`src/rtl/speed_stats_pkg.sv`:
```
// Shared bike-computer constants and small helpers for the trip statistics block.
package speed_stats_pkg;

  localparam int SPEED_W      = 7;
  localparam int WIN_LOG2_DEF = 3;

  // Result of evaluating one candidate sample against the running minimum.
  typedef struct packed {
    logic take;
    logic zero;
  } min_eval_t;

  function automatic min_eval_t eval_min(
    input logic [SPEED_W-1:0] sample,
    input logic [SPEED_W-1:0] cur_min,
    input logic               cur_valid,
    input logic               ignore_zero
  );
    min_eval_t res;
    res.zero = (sample == {SPEED_W{1'b0}});
    if (ignore_zero && res.zero) begin
      res.take = 1'b0;
    end else begin
      res.take = ~cur_valid | (sample < cur_min);
    end
    return res;
  endfunction

endpackage

```
`src/rtl/speed_window.sv`:
```
// Sliding window of the last 2^WIN_LOG2 accepted samples with a running sum and fill tracking.
module speed_window
  import speed_stats_pkg::*;
#(
  parameter int WIDTH    = SPEED_W,
  parameter int WIN_LOG2 = WIN_LOG2_DEF
) (
  input  logic                      clk,
  input  logic                      r_n,
  input  logic                      clr,
  input  logic                      push,
  input  logic [WIDTH-1:0]          din,
  output logic [WIDTH+WIN_LOG2-1:0] sum,
  output logic                      full
);

  localparam int                DEPTH    = 1 << WIN_LOG2;
  localparam int                SUM_W    = WIDTH + WIN_LOG2;
  localparam logic [WIN_LOG2:0] FILL_MAX = (WIN_LOG2+1)'(DEPTH);
  localparam logic [WIN_LOG2:0] FILL_ONE = (WIN_LOG2+1)'(1);
  localparam logic [WIN_LOG2-1:0] PTR_ONE = WIN_LOG2'(1);

  logic [WIDTH-1:0]    win_r [DEPTH];
  logic [WIN_LOG2-1:0] ptr_r;
  logic [WIN_LOG2:0]   fill_r;
  logic [SUM_W-1:0]    sum_r;
  logic                full_r;
  logic [SUM_W-1:0]    sum_nxt;

  // Next running sum: the oldest entry drops out as the new one comes in, so it cannot underflow.
  always_comb begin
    sum_nxt = sum_r + SUM_W'(din) - SUM_W'(win_r[ptr_r]);
  end

  // Buffer contents, pointer, fill count and sum.
  always_ff @(posedge clk or negedge r_n) begin
    if (!r_n) begin
      for (int i = 0; i < DEPTH; i++) win_r[i] <= {WIDTH{1'b0}};
      ptr_r  <= {WIN_LOG2{1'b0}};
      fill_r <= {(WIN_LOG2+1){1'b0}};
      sum_r  <= {SUM_W{1'b0}};
      full_r <= 1'b0;
    end else if (clr) begin
      for (int i = 0; i < DEPTH; i++) win_r[i] <= {WIDTH{1'b0}};
      ptr_r  <= {WIN_LOG2{1'b0}};
      fill_r <= {(WIN_LOG2+1){1'b0}};
      sum_r  <= {SUM_W{1'b0}};
      full_r <= 1'b0;
    end else if (push) begin
      win_r[ptr_r] <= din;
      ptr_r        <= ptr_r + PTR_ONE;
      sum_r        <= sum_nxt;
      if (fill_r != FILL_MAX) begin
        fill_r <= fill_r + FILL_ONE;
      end else begin
        fill_r <= fill_r;
      end
      // full tracks the saturated fill count as its own flop so avg_valid is a clean register.
      if (fill_r == FILL_MAX - FILL_ONE) begin
        full_r <= 1'b1;
      end else begin
        full_r <= full_r;
      end
    end else begin
      ptr_r  <= ptr_r;
      fill_r <= fill_r;
      sum_r  <= sum_r;
      full_r <= full_r;
    end
  end

  assign sum  = sum_r;
  assign full = full_r;

endmodule

```
`src/rtl/speed_stats.sv`:
```
// Trip statistics: max speed, min moving speed and windowed average with validity flags.
module speed_stats
  import speed_stats_pkg::*;
#(
  parameter int WIDTH           = SPEED_W,
  parameter int WIN_LOG2        = WIN_LOG2_DEF,
  parameter int IGNORE_ZERO_MIN = 1
) (
  input  logic             clk,
  input  logic             r_n,
  input  logic             clr,
  input  logic             freeze,
  input  logic             enable,
  input  logic [WIDTH-1:0] speed,
  output logic [WIDTH-1:0] max_out,
  output logic [WIDTH-1:0] min_out,
  output logic             min_valid,
  output logic [WIDTH-1:0] avg_out,
  output logic             avg_valid
);

  localparam int   SUM_W       = WIDTH + WIN_LOG2;
  localparam logic IGNORE_ZERO = (IGNORE_ZERO_MIN != 0);

  logic             push;
  logic [SUM_W-1:0] sum;
  logic             full;
  logic [WIDTH-1:0] max_r;
  logic [WIDTH-1:0] min_r;
  logic             min_valid_r;
  logic [WIDTH-1:0] max_nxt;
  logic [WIDTH-1:0] min_nxt;
  logic             min_valid_nxt;
  logic             take_min;

  assign push = enable & ~clr & ~freeze;

  speed_window #(
    .WIDTH    (WIDTH),
    .WIN_LOG2 (WIN_LOG2)
  ) u_window (
    .clk  (clk),
    .r_n  (r_n),
    .clr  (clr),
    .push (push),
    .din  (speed),
    .sum  (sum),
    .full (full)
  );

  // Minimum decision, sized to this instance's sample width.
  always_comb begin
    take_min = 1'b0;
    if (IGNORE_ZERO && (speed == {WIDTH{1'b0}})) begin
      take_min = 1'b0;
    end else begin
      take_min = ~min_valid_r | (speed < min_r);
    end
  end

  // Next-state values for the extreme trackers.
  always_comb begin
    max_nxt       = max_r;
    min_nxt       = min_r;
    min_valid_nxt = min_valid_r;
    if (push && (speed > max_r)) begin
      max_nxt = speed;
    end else begin
      max_nxt = max_r;
    end
    if (push && take_min) begin
      min_nxt       = speed;
      min_valid_nxt = 1'b1;
    end else begin
      min_nxt       = min_r;
      min_valid_nxt = min_valid_r;
    end
  end

  // Extreme tracker registers; clr restarts the trip.
  always_ff @(posedge clk or negedge r_n) begin
    if (!r_n) begin
      max_r       <= {WIDTH{1'b0}};
      min_r       <= {WIDTH{1'b0}};
      min_valid_r <= 1'b0;
    end else if (clr) begin
      max_r       <= {WIDTH{1'b0}};
      min_r       <= {WIDTH{1'b0}};
      min_valid_r <= 1'b0;
    end else begin
      max_r       <= max_nxt;
      min_r       <= min_nxt;
      min_valid_r <= min_valid_nxt;
    end
  end

  assign max_out   = max_r;
  assign min_out   = min_r;
  assign min_valid = min_valid_r;
  assign avg_out   = sum[SUM_W-1:WIN_LOG2];
  assign avg_valid = full;

endmodule
```
`config.mk`:
```
export PLATFORM = sky130hd
export DESIGN_NAME = speed_stats
export DESIGN_NICKNAME = d
export VERILOG_FILES = /design/src/rtl/speed_stats_pkg.sv /design/src/rtl/speed_window.sv /design/src/rtl/speed_stats.sv
export SDC_FILE = /design/constraint.sdc
export NUM_CORES = 1
export LEC_CHECK = 0
export CORE_MARGIN = 5
export CORE_UTILIZATION = 50
export DETAILED_ROUTE_END_ITERATION = 12
export GPL_TIMING_DRIVEN = 0
export PLACE_DENSITY = 0.7
export SYNTH_ARGS = -nofsm -noshare
export SYNTH_HDL_FRONTEND = slang
export SYNTH_SLANG_ARGS = --single-unit
```
`constraint.sdc`:
```
create_clock -name clk -period 7.55 [get_ports clk]
set_input_delay 1.1325 -clock clk [delete_from_list [all_inputs] [get_ports clk]]
set_output_delay 1.1325 -clock clk [all_outputs]
set_load 0.01 [all_outputs]
```
======== Yosys cells after proc, flatten, opt, wreduce, memory -nomap -nowiden ========
Index checks and enable logic that the tools add are counted.
word-level totals
  register bits ........................... 89
  input port bits ......................... 12
  output and inout port bits .............. 23
  word-level logic and storage cells ...... 68
cells by class
  $add $sub $neg .......................... 4
  $lt $le $gt $ge ......................... 4
  equal/unequal tests ..................... 2
  muxes and demuxes ....................... 25
  bitwise operators ....................... 7
  reductions and logical operators ........ 11
operators with widths
  operator             count
  $mux 56              2
  $bwmux 56            1
  $mux 7               7
  $bmux 7 s3           1
  $demux 7 s3          1
  $mux 10              2
  $mux 4               3
  $add 10x7->10        1
  $reduce_bool 2->1    5
  $sub 10x7->10        1
  $gt 7x7->1           1
  $logic_not 7->1      1
  $lt 7x7->1           1
  $mux 1               6
  $mux 3               2
  $add 4x1->4 const B  1
  $eq 4x3->1 const B   1
  $ge 4x4->1 const B   1
  $lt 4x1->1 const B   1
  $ne 4x4->1 const B   1
  $not 3->4            1
  $reduce_and 2->1     2
  $add 3x1->3 const B  1
  $logic_and 1x1->1    3
  3 further kinds      6

======== Longest topological paths before layout ========
  depth after elaboration ................. 8
  mapped depth ............................ 15
  depth with buffers taken out ............ 13

======== Modules after synthesis ========
A second synthesis with hierarchy kept.
unflattened totals
  cells, all modules ...................... 542
  area total of the unflattened synthesis .. 5298.8 µm²
by module, submodules not included
  module        instances  cells an instance  area an instance (µm²)  seq. area each (µm²)
  speed_window  1          439                4220.3                  1851.8
  speed_stats   1          103                1078.5                  375.4

======== Worst setup path after synthesis ========
OpenSTA, ideal clock, no wires.
  kind .................................... register to register
  from .................................... register u_window.ptr_r[1]
  to ...................................... register u_window.sum_r[9], in the netlist u_window.sum[9]
  library setup time ...................... 0.127 ns
  arrival ................................. 3.190 ns
  required time ........................... 7.423 ns
  path slack .............................. 4.233 ns
  stages on the path, launching flop included .. 13
  path buffers ............................ 2
  clock period less this slack ............ 3.317 ns
  cell sequence ........................... dfrtp_1 buf_4 clkbuf_1 mux4_2 mux2_2 fa_1 inv_1 ha_1 o21ai_0 or2_2 o21ai_0 mux2i_1 nand3_1
between the ends
  word-level cells in the longest chain between the ends .. 7
RTL lines
  element                                     line                source
  from (decl)                                 speed_window.sv:24  logic [WIN_LOG2-1:0] ptr_r;
  from (signal assigned)                      speed_window.sv:39  ptr_r <= {WIN_LOG2{1'b0}};
  from (signal assigned)                      speed_window.sv:45  ptr_r <= {WIN_LOG2{1'b0}};
  from (signal assigned)                      speed_window.sv:51  ptr_r <= ptr_r + PTR_ONE;
  $not 3->4 (not written as such)             speed_window.sv:32  sum_nxt = sum_r + SUM_W'(din) - SUM_W'(win_r[ptr_r]);
  $bmux 7 s3                                  speed_window.sv:32
  $mux 7 (not written as such) (2 in series)  speed_window.sv:32
  $sub 10x7->10                               speed_window.sv:32
  $mux 10                                     speed_window.sv:49  end else if (push) begin
  $mux 10                                     speed_window.sv:43  end else if (clr) begin
  to (signal assigned)                        speed_window.sv:41  sum_r <= {SUM_W{1'b0}};
  to (signal assigned)                        speed_window.sv:47  sum_r <= {SUM_W{1'b0}};
  to (signal assigned)                        speed_window.sv:52  sum_r <= sum_nxt;
  to (decl)                                   speed_window.sv:26  logic [SUM_W-1:0] sum_r;
No other way between the ends. The select of a mux whose other input is x is not followed.
A chain may end at the register's enable or synchronous reset.

======== Worst setup path after layout ========
  from .................................... register u_window.ptr_r[0]
  to ...................................... register u_window.sum_r[9], in the netlist u_window.sum[9]
Same word-level chain as after synthesis.

==> flow_summary.yaml <==
clocking:
  clock_tree.buffer_depth: 2
  cts_hold_buffers: 0
  setup_fix_buffers_added_after_clock_tree_synthesis: 0
  numCtsBuffers: 9
  clk_root_buffer_cell: "clkbuf_8"
  tritoncts: "built"
  tritoncts_num_sinks: 89
  ctsHtreeMaxLevel: 3
  post_cts_resized: 0
  clock_latency_ns: 0.38
  clkSlewWorstSetupHoldPaths_ns: 0.10
placement:
  post-dp-hpwl_um: 10000
  place.port_buffers: 34
  finalWeightedCongestion: 0.929
pwr:
  power.internal_uw: 741
  peakVddDrop_v: 0.000109
  combPwrFrac_pct: 26.4
  netSwitchingFraction_pct: 33.2
  power.total_mw: 1.11
  p_switching_uw: 368
  powerDensity_mw_per_mm2: 184
  p_leak_nw: 2.66
  power.share.sequential_pct: 45.9
  clock_power_share_pct: 27.6
floorplan:
  start_util_pct: 51.4
  die_footprint_mm2: 0.0128
  floorplan.io_pins: 35
  die_width_um: 113
  fp-row-count: 37
  core_region_area_mm2: 0.0104
  die_height_um: 113
setup_path:
  critPathTopFamily: "adder cells"
  timing.critical_path.slowest_stage_cell: "fa_1"
  crit_path_max_fanout: 10
  delay_contributed_by_the_slowest_stage_of_the_critical_path_ns: 0.56
  critical_path_buf_inv_count: 3
  critical_path_required_ns: 7.82
  crit_type: "register to register"
  setup.worst_path.end_class: "register"
  cp_cell_sequence: "buf_2 > buf_1 > mux2i_1 > o21ai_0 > nand2_1 > o221ai_1 > fa_1 > inv_1 > ha_1 > o21ai_0 > or2_2 > o21ai_0 > mux2i_1 > nand3_1"
  worstPathArrival_ns: 4.24
  cell_type_with_the_highest_occurrence_count_on_the_critical_path: "o21ai_0"
  worstSetupStartpointType: "register"
drt:
  initialDrtViolationCount: 439
  residual_antenna_violating_net_count_after_detailed_routing: 0
  detail_route.wl_per_cell_um: 18.8
  drc_errors: 0
  total_length_of_routed_wires_um: 14100
  num_vias: 4389
  drt_pre_antenna_iters: 5
  avgViaCountPerCell: 5.85
run_status:
  run_status: "complete, no violations"
sta:
  slew_headroom_pct: 36.9
  highest_attainable_clock_frequency_mhz: 252
  worst_pin_slew_ns: 0.942
  rsz_0062_raised_after_global_routing: "no"
  timing.final.crit_share_pct: 52.5
  setup_tns_ns: 0
  final.setup_skew_ns: 0.0127
  timing.final.setup_violations: 0
  timing_hold_violations_final: 0
  slew_viol_final: 0
  period_minus_slack_ns: 3.97
synth:
  synth-async-reset-ratio_pct: 100
  post_synth_num_cell_types: 56
  post_synth_inst_count: 563
  synth-seq-cells: 89
  synth_fp_nets: 608
  ys.flop_type: "dfrtp_1"
  postSynthAreaPerCell_um2: 9.47
  portion_of_the_post_synthesis_area_used_by_sequential_elements_pct: 41.8
  post_synth_instance_area_mm2: 0.00533
  synth_enable_flop_cells: 0
  yosys_warnings: 0
global_route:
  groute.usage.overall_pct: 23.1
  globalRoute.totalOverflow: 0
  first_pass_grt_wire_length_um: 23300
  number_of_global_route_vias_before_repair: 4409
  grt_max_degree: 52
  grt_antenna_before_repair: 0
layout:
  antennaDiodeCount: 0
  area_growth_from_synthesis_to_layout_pct: 13.3
  layout_common_cells: "dfrtp_1 (89), nor2_1 (65), nand2_1 (61)"
  design.final.nets: 654
  layout.cells.most_common: "dfrtp_1"
  post_route_cells_drive_above_1_share_pct: 9.93
min_path:
  class_of_the_most_critical_hold_timing_path: "register to register"
flow_run:
  cap_violations: 0
[through the flow]
| step | cells | util, % | area [um2] | hold WS, ns | setup WS [ns] |
|---|---|---|---|---|---|
| floorplan | 563 | - | 5330 | 0.475 | 4.23 |
| CTS | 750 | 58.2 | 6040 | 0.525 | 3.64 |
| finish | 750 | 58.2 | 6040 | 0.524 | 3.58 |
| global placement | 733 | 56.3 | 5840 | 0.491 | 2.08 |
| global route | 750 | 58.2 | 6040 | 0.551 | 3.30 |
| detailed placement | 734 | 56.6 | 5870 | 0.506 | 3.38 |
[worst register-to-register path: stages (launching register included)]
cell and delay [ns]:
dfrtp_1 0.38, buf_2 0.27, buf_1 0.48, mux2i_1 0.24
o21ai_0 0.09, nand2_1 0.10, o221ai_1 0.24, fa_1 0.56
inv_1 0.04, ha_1 0.32, o21ai_0 0.12, or2_2 0.30
o21ai_0 0.40, mux2i_1 0.24, nand3_1 0.09
[logic make-up after synthesis]
kind of cell / count (synthesis) / share of synthesized area, %
simple gates: 192 / 16.1
compound gates: 93 / 11.3
buf+inv: 92 / 8.64
flops: 89 / 41.8
mux: 60 / 12.8
fa+ha+maj: 33 / 8.73
xor+xnor: 4 / 0.657
[power groups by stage]
stage	clock, mW	sequential [mW]	combinational [mW]
finish	0.307	0.510	0.293
global route	0.335	0.512	0.328
CTS	0.310	0.509	0.292
detailed placement	0	0.518	0.291
global placement	0	0.518	0.281
floorplan	0	0.516	0.195
[layout make-up]
class | count | area [um2]
Fill cell | 928 | 4330
Multi-Input combinational cell | 382 | 2640
Sequential cell | 89 | 2230
Timing Repair Buffer | 35 | 365
Buffer | 44 | 280
Inverter | 48 | 180
Tap cell | 136 | 170
Clock buffer | 10 | 128
Clock inverter | 6 | 43.8
[cells in the mapped netlist, types with 2 or more instances]
master,n,share of area (%)
nand3_1,30,2.8
nand4_1,6,0.70
fa_1,7,2.6
clkbuf_8,2,0.52
dfrtp_1,89,42
nand2_1,61,4.3
nor2b_1,6,0.70
a211oi_1,3,0.42
nor3_1,6,0.56
a211o_1,3,0.49
a32oi_1,2,0.33
mux2i_1,48,9.0
nor2_1,65,4.6
buf_6,4,0.85
mux2_2,6,1.3
or4_1,2,0.28
inv_1,48,3.4
o211ai_1,2,0.28
o21a_1,2,0.28
and3_1,3,0.35
a21o_1,3,0.42
xor2_1,2,0.33
ha_1,26,6.1
and2_1,3,0.35
a221oi_1,4,0.66
o21ai_0,13,1.2
xnor2_1,2,0.33
nand2b_1,2,0.23
buf_2,9,0.85
a21oi_1,43,4.0
nor3_2,2,0.38
a221o_1,2,0.38
buf_1,4,0.28
clkbuf_1,14,0.99
mux4_2,6,2.5
a31oi_1,2,0.23
buf_4,10,1.4
o221ai_1,2,0.33
a22oi_1,2,0.28
[per-layer routing]
metal	vias to the layer above	global-route usage (%)	wire (um)	part of all wire (%)
li1	2007	-	-	-
met1	2141	31.1	6070	43
met2	204	37.1	6530	46
met3	37	3.96	1110	7.9
met4	0	9.38	394	2.8
met5	-	0	0	0
[worst paths after layout]
kind                                               start                       endpoint  slack [ns]  cells past startpoint
max in group asynchronous                            r_n  u_window.win_r[9]$_DFFE_PN0P_        6.18                      2
max reg2reg                u_window.ptr_r[0]$_DFFE_PN0P_    u_window.sum[9]$_DFFE_PN0P_        3.58                     14
min in group asynchronous                            r_n         min_out[1]$_DFFE_PN0P_        0.71                      1
min                            u_window.full$_DFFE_PN0P_      u_window.full$_DFFE_PN0P_        0.52                      2
max                        u_window.ptr_r[0]$_DFFE_PN0P_    u_window.sum[9]$_DFFE_PN0P_        3.58                     14
min reg2reg                    u_window.full$_DFFE_PN0P_      u_window.full$_DFFE_PN0P_        0.52                      2
[sequential cells by signal, summed over array words and instances, names as in the netlist]
| signal | cells |
|---|---|
| u_window.win_r | 56 |
| u_window.fill_r | 4 |
| min_valid | 1 |
| max_out | 7 |
| min_out | 7 |
| u_window.ptr_r | 3 |
| u_window.sum | 10 |
| u_window.full | 1 |
No activity file was read; power rests on OpenSTA's default activity.
